`config.mk`:
```
export PLATFORM = sky130hd
export DESIGN_NAME = waveform_stats
export DESIGN_NICKNAME = d
export VERILOG_FILES = /design/src/rtl/waveform_stats.sv
export SDC_FILE = /design/constraint.sdc
export NUM_CORES = 1
export LEC_CHECK = 0
export ABC_AREA = 1
export CAP_MARGIN = 0
export CORE_ASPECT_RATIO = 1.2
export CORE_MARGIN = 8
export CORE_UTILIZATION = 55
export CTS_CLUSTER_SIZE = 12
export DETAILED_ROUTE_END_ITERATION = 6
export PLACE_DENSITY = 0.85
export REMOVE_ABC_BUFFERS = 1
export SLEW_MARGIN = 20
export SYNTH_ARGS = -nofsm -noshare
export SYNTH_HDL_FRONTEND = slang
export SYNTH_SLANG_ARGS = --single-unit
```
`constraint.sdc`:
```
create_clock -name i_clk -period 4.4 [get_ports i_clk]
set_input_delay 0.88 -clock i_clk [delete_from_list [all_inputs] [get_ports i_clk]]
set_output_delay 0.88 -clock i_clk [all_outputs]
set_load 0.05 [all_outputs]
```
`src/rtl/waveform_stats.sv`:
```
// Per-window waveform measurement: hysteresis trigger, max/min/sum accumulation
// over 1/2/4/8 periods, and a restoring divider that produces the window mean.
module waveform_stats #(
    parameter int unsigned DW   = 12,
    parameter int unsigned CW   = 25,
    parameter int unsigned HYST = 16
) (
    input  logic          i_clk,
    input  logic          i_rst,
    input  logic          i_en,
    input  logic          i_din_valid,
    input  logic [DW-1:0] i_data_in,
    input  logic [DW-1:0] i_trig,
    input  logic [1:0]    i_avg_sel,
    output logic [CW-1:0] o_period,
    output logic [DW-1:0] o_max_v,
    output logic [DW-1:0] o_min_v,
    output logic [DW-1:0] o_vpp,
    output logic [DW-1:0] o_mean_v,
    output logic          o_res_valid,
    output logic          o_busy,
    output logic          o_timeout,
    output logic          o_overrun
);

    localparam int unsigned SW  = DW + CW;
    localparam int unsigned DCW = $clog2(SW + 1);
    localparam logic [CW-1:0] CNT_MAX = '1;

    typedef enum logic {S_IDLE, S_ACCUM} state_t;
    typedef enum logic {D_IDLE, D_RUN}   dstate_t;

    state_t          r_state, w_state_nx;
    dstate_t         r_dstate, w_dstate_nx;

    logic            r_armed;
    logic [CW-1:0]   r_cnt;
    logic [DW-1:0]   r_max, r_min;
    logic [SW-1:0]   r_sum;
    logic [3:0]      r_periods, r_n;

    logic [CW-1:0]   r_s_cnt;
    logic [DW-1:0]   r_s_max, r_s_min;
    logic [SW-1:0]   r_q;
    logic [CW-1:0]   r_rem;
    logic [DCW-1:0]  r_div_cnt;

    logic [CW-1:0]   r_period;
    logic [DW-1:0]   r_max_v, r_min_v, r_vpp, r_mean_v;
    logic            r_res_valid, r_timeout, r_overrun;

    // Arming threshold TRIG-HYST, clamped at zero when it underflows
    logic [DW:0]     w_thr_diff;
    logic [DW-1:0]   w_thr;
    logic            w_valid, w_arm, w_trig, w_start, w_close, w_timeout;
    logic            w_div_done, w_div_free, w_div_start, w_overrun, w_restart;
    logic [CW:0]     w_rem_sh;
    logic            w_ge;
    logic [CW-1:0]   w_rem_nx;

    assign w_thr_diff  = {1'b0, i_trig} - (DW+1)'(HYST);
    assign w_thr       = w_thr_diff[DW] ? '0 : w_thr_diff[DW-1:0];
    assign w_valid     = i_din_valid && i_en;
    assign w_arm       = w_valid && (i_data_in < w_thr);
    assign w_trig      = w_valid && r_armed && (i_data_in >= i_trig);
    assign w_start     = (r_state == S_IDLE) && w_trig;
    assign w_close     = (r_state == S_ACCUM) && w_trig && (r_periods == r_n);
    assign w_timeout   = (r_state == S_ACCUM) && w_valid && !w_close && (r_cnt == CNT_MAX);
    assign w_div_done  = i_en && (r_dstate == D_RUN) && (r_div_cnt == DCW'(SW));
    // A divide finishing on this edge frees the divider for a closing trigger on the same edge
    assign w_div_free  = (r_dstate == D_IDLE) || w_div_done;
    assign w_div_start = w_close && w_div_free;
    assign w_overrun   = w_close && !w_div_free;
    assign w_restart   = w_start || w_close;

    assign w_rem_sh    = {r_rem, r_q[SW-1]};
    assign w_ge        = (w_rem_sh >= {1'b0, r_s_cnt});
    assign w_rem_nx    = CW'(w_ge ? (w_rem_sh - {1'b0, r_s_cnt}) : w_rem_sh);

    // State registers for the window and divider FSMs
    always_ff @(posedge i_clk) begin
        if (i_rst) begin
            r_state  <= S_IDLE;
            r_dstate <= D_IDLE;
        end else begin
            r_state  <= w_state_nx;
            r_dstate <= w_dstate_nx;
        end
    end

    // Window FSM next state
    always_comb begin
        w_state_nx = r_state;
        case (r_state)
            S_IDLE:  if (w_start)   w_state_nx = S_ACCUM;
            S_ACCUM: if (w_timeout) w_state_nx = S_IDLE;
            default: w_state_nx = S_IDLE;
        endcase
        if (!i_en) w_state_nx = S_IDLE;
    end

    // Divider FSM next state
    always_comb begin
        w_dstate_nx = r_dstate;
        case (r_dstate)
            D_IDLE:  if (w_div_start) w_dstate_nx = D_RUN;
            D_RUN:   if (w_div_done && !w_div_start) w_dstate_nx = D_IDLE;
            default: w_dstate_nx = D_IDLE;
        endcase
        if (!i_en) w_dstate_nx = D_IDLE;
    end

    // Trigger tracking, accumulators, divider datapath and result registers
    always_ff @(posedge i_clk) begin
        if (i_rst) begin
            r_armed     <= 1'b0;
            r_cnt       <= '0;
            r_max       <= '0;
            r_min       <= '0;
            r_sum       <= '0;
            r_periods   <= '0;
            r_n         <= '0;
            r_s_cnt     <= '0;
            r_s_max     <= '0;
            r_s_min     <= '0;
            r_q         <= '0;
            r_rem       <= '0;
            r_div_cnt   <= '0;
            r_period    <= '0;
            r_max_v     <= '0;
            r_min_v     <= '0;
            r_vpp       <= '0;
            r_mean_v    <= '0;
            r_res_valid <= 1'b0;
            r_timeout   <= 1'b0;
            r_overrun   <= 1'b0;
        end else begin
            r_res_valid <= w_div_done;
            r_timeout   <= w_timeout;
            r_overrun   <= w_overrun;

            if (!i_en || w_timeout || w_trig) r_armed <= 1'b0;
            else if (w_arm)                   r_armed <= 1'b1;

            if (w_restart) begin
                r_cnt     <= CW'(1);
                r_max     <= i_data_in;
                r_min     <= i_data_in;
                r_sum     <= SW'(i_data_in);
                r_periods <= 4'd1;
                r_n       <= 4'(4'd1 << i_avg_sel);
            end else if ((r_state == S_ACCUM) && w_valid && !w_timeout) begin
                r_cnt <= r_cnt + CW'(1);
                r_sum <= r_sum + SW'(i_data_in);
                if (i_data_in > r_max) r_max <= i_data_in;
                if (i_data_in < r_min) r_min <= i_data_in;
                if (w_trig) r_periods <= r_periods + 4'd1;
            end

            if (w_div_start) begin
                r_s_cnt   <= r_cnt;
                r_s_max   <= r_max;
                r_s_min   <= r_min;
                r_q       <= r_sum;
                r_rem     <= '0;
                r_div_cnt <= '0;
            end else if ((r_dstate == D_RUN) && !w_div_done) begin
                r_q       <= {r_q[SW-2:0], w_ge};
                r_rem     <= w_rem_nx;
                r_div_cnt <= r_div_cnt + DCW'(1);
            end

            // Quotient always fits DW bits since the mean never exceeds the max
            if (w_div_done) begin
                r_period <= r_s_cnt;
                r_max_v  <= r_s_max;
                r_min_v  <= r_s_min;
                r_vpp    <= r_s_max - r_s_min;
                r_mean_v <= r_q[DW-1:0];
            end
        end
    end

    assign o_period    = r_period;
    assign o_max_v     = r_max_v;
    assign o_min_v     = r_min_v;
    assign o_vpp       = r_vpp;
    assign o_mean_v    = r_mean_v;
    assign o_res_valid = r_res_valid;
    assign o_busy      = (r_dstate == D_RUN);
    assign o_timeout   = r_timeout;
    assign o_overrun   = r_overrun;

endmodule

```
==> impl_metrics.yaml <==
logic_synthesis:
  yosys.cell_types.count: 49
  netlist_area_um2: 17300
  ys_warn_count: 0
  synthArstFlopShare: 0
  ys_ff_latch: 290
  syn_area_per_cell_um2: 6.52
  synth-edff-count: 0
  ys_seq_area_frac: 0.336
  synthCells: 2645
  ys.flop_type: "dfxtp_1"
pwr:
  leakagePower_uw: 0.00898
  totalPowerFinal_uw: 5420
  vdd_drop_max_v: 0.000319
  p_per_area_nw_per_um2: 277
floorplan:
  die_y_um: 210
  ioPinCount: 107
  die_area_um2: 37300
  initial_core_util: 0.555
  rows: 71
  core_area_um2: 31100
  die_x_um: 178
clock_tree:
  cts_made_buffers: 31
  postCtsHoldBufs: 0
  cts_tree: "built"
  clock_sinks: 290
  clockBufferDepth: 3
  htree_levels: 1
  cts_setup_buffers: 0
  insertion_delay_ps: 580
  post_cts_resized: 0
  path_clk_slew_ps: 60
  cts-root-buf: "clkbuf_16"
finish:
  layout_common_cells: "nand2_1, inv_1, dfxtp_1, a21oi_1, nor2_1"
  nets: 2851
  diodes: 0
  post-route-util: 0.630
  final_common_cell: "nand2_1"
  drive_above_1_share: 0.0435
  syn_to_final_growth_pct: 13.5
  design_area_um2: 19600
status:
  status: "finished clean"
timing:
  rsz0062_at_grt: "no"
  hold_viol_final: 0
  finClkSkew_ps: 16.8
  post-route-period-util: 0.747
  min_period_ps: 3290
  max_freq_mhz: 304
  hold_slack_ps: 479
  final_max_slew_viol_count: 0
  slew_headroom: 0.326
  setup_viol: 0
  tightest_slew_ps: 1010
worst_setup_path:
  crit_arrival_ps: 3750
  critPathRequiredTime_ps: 4860
  startpoint_type: "input pin"
  critPathMaxFanout: 22
  endpoint_kind: "register"
  worstSetupPathType: "in2reg"
route:
  routed_via_density: 5.63
  firstDrtPassIters: 5
  wl_per_cell_um: 16.3
  drt-initial-drc-count: 1559
  postRouteAntennaNets: 0
  route.detailed.drc: 0
  drt-total-wl_um: 51100
  vias: 17700
placement:
  gp_congestion: 0.980
  placed_area_um2: 18600
  portBuffers: 106
  post-dp-hpwl_um: 37400
job:
  max-cap-violations: 0
worst_hold_path:
  hold_class: "reg2reg"
global_routing:
  grt_use_total: 0.266
  grt_overflow: 0
  antenna_found_initial: 0
  grt_pass1_vias: 16900
  grt_pass1_wl_um: 82900
  grt_start_max_net_pins: 99
==> kinds of logic (layout without fill, tap and decap cells) <==
group / Yosys count / count (layout) / share of synthesized area
buffers and inverters: 464 / 555 / 0.107
XOR/XNOR: 64 / 64 / 0.0325
AND/OR/NAND/NOR: 1270 / 1270 / 0.308
adder cells (fa/ha/maj): 102 / 102 / 0.0753
AO/OA/AOI/OAI: 455 / 455 / 0.141
flip-flops: 290 / 290 / 0.336
==> per-layer routing <==
layer | global-route usage | routed length [um]
met1 | 0.319 | 20500
met2 | 0.472 | 25000
met3 | 0.0288 | 3450
met4 | 0.117 | 2120
met5 | 0 | 0
==> worst max-delay path, cell delays in order <==
cell,delay [ps]
clkdlybuf4s50_1,530
inv_1,90
ha_1,310
nand2_1,100
nor2_1,160
inv_1,50
nor2_1,100
nand2_1,70
nand2_2,170
nand3_4,150
nand2_4,160
nand2_4,210
nand2_4,290
nand2_2,230
nor2_1,160
nor2_1,70
==> flip-flops by register name (all words and copies together) (netlist names) <==
register     count
o_timeout        1
r_state          1
r_periods        4
o_vpp           12
r_rem           25
r_sum           37
o_res_valid      1
r_min           12
r_n              4
r_div_cnt        6
r_armed          1
o_mean_v        12
o_overrun        1
r_cnt           25
r_s_max         12
o_busy           1
o_period        25
r_s_min         12
r_q             37
o_min_v         12
o_max_v         12
r_s_cnt         25
r_max           12
==> synthesized netlist by cell type (2+ instances only) <==
cell / number / area share
nor3b_1: 2 / 0.00087
clkbuf_1: 44 / 0.0096
nand2_4: 3 / 0.0020
buf_4: 6 / 0.0026
nor3_1: 37 / 0.011
nand2_1: 748 / 0.16
nand3_1: 169 / 0.049
xor2_1: 44 / 0.022
nor2_4: 3 / 0.0020
o21bai_1: 3 / 0.0013
a21oi_1: 241 / 0.070
and2_1: 2 / 0.00073
or2_2: 3 / 0.0011
ha_1: 99 / 0.072
nand3_2: 3 / 0.0017
o21a_1: 4 / 0.0017
xnor2_1: 20 / 0.010
buf_1: 18 / 0.0039
a21o_1: 4 / 0.0017
fa_1: 3 / 0.0035
nor2_2: 3 / 0.0011
nand4_1: 40 / 0.015
nor2_1: 235 / 0.051
o21ai_0: 157 / 0.046
nand2_2: 4 / 0.0015
a31o_2: 2 / 0.0010
inv_1: 354 / 0.077
buf_6: 6 / 0.0039
buf_2: 28 / 0.0081
a31oi_1: 12 / 0.0044
o21ai_1: 3 / 0.00087
o211ai_1: 13 / 0.0057
nand3b_1: 7 / 0.0030
inv_2: 6 / 0.0013
dfxtp_1: 290 / 0.34
o2111ai_1: 12 / 0.0061
nor4_1: 5 / 0.0018
==> per-stage QoR <==
stage | instances | setup slack, ps | TNS [ps]
finish | 3137 | 1110 | 0
global route | 3137 | 927 | 0
CTS | 3137 | 1190 | 0
detailed placement | 3087 | 613 | 0
global placement | 3087 | 724 | 0
floorplan | 2543 | -799 | -27130
==> report_power, final <==
group	leakage [uW]	switching, uW	total (uW)	internal (uW)
logic	0.00618	175	274	98.8
registers	0.00233	1.50	2630	2630
clock network	0.000466	1080	2510	1440
==> cell type report <==
| cell class | count | area (um^2) |
|---|---|---|
| clock inverter | 8 | 77.6 |
| timing repair buffer | 143 | 1360 |
| multi-input combinational | 1891 | 9600 |
| fill | 2826 | 11500 |
| inverter | 362 | 1360 |
| tap | 401 | 502 |
| clock buffer | 42 | 877 |
| sequential | 290 | 5810 |
==> final timing paths <==
check	start	endpoint	cells after the start	slack [ps]
worst max-delay path	i_trig[11]	r_max[10]	16	1110
worst min-delay path	r_q[35]	r_q[35]	2	480
worst max register to register	r_q[36]	r_rem[7]	12	1240
worst min register to register	r_q[35]	r_q[35]	2	480
(Power assumes the default switching activity.)
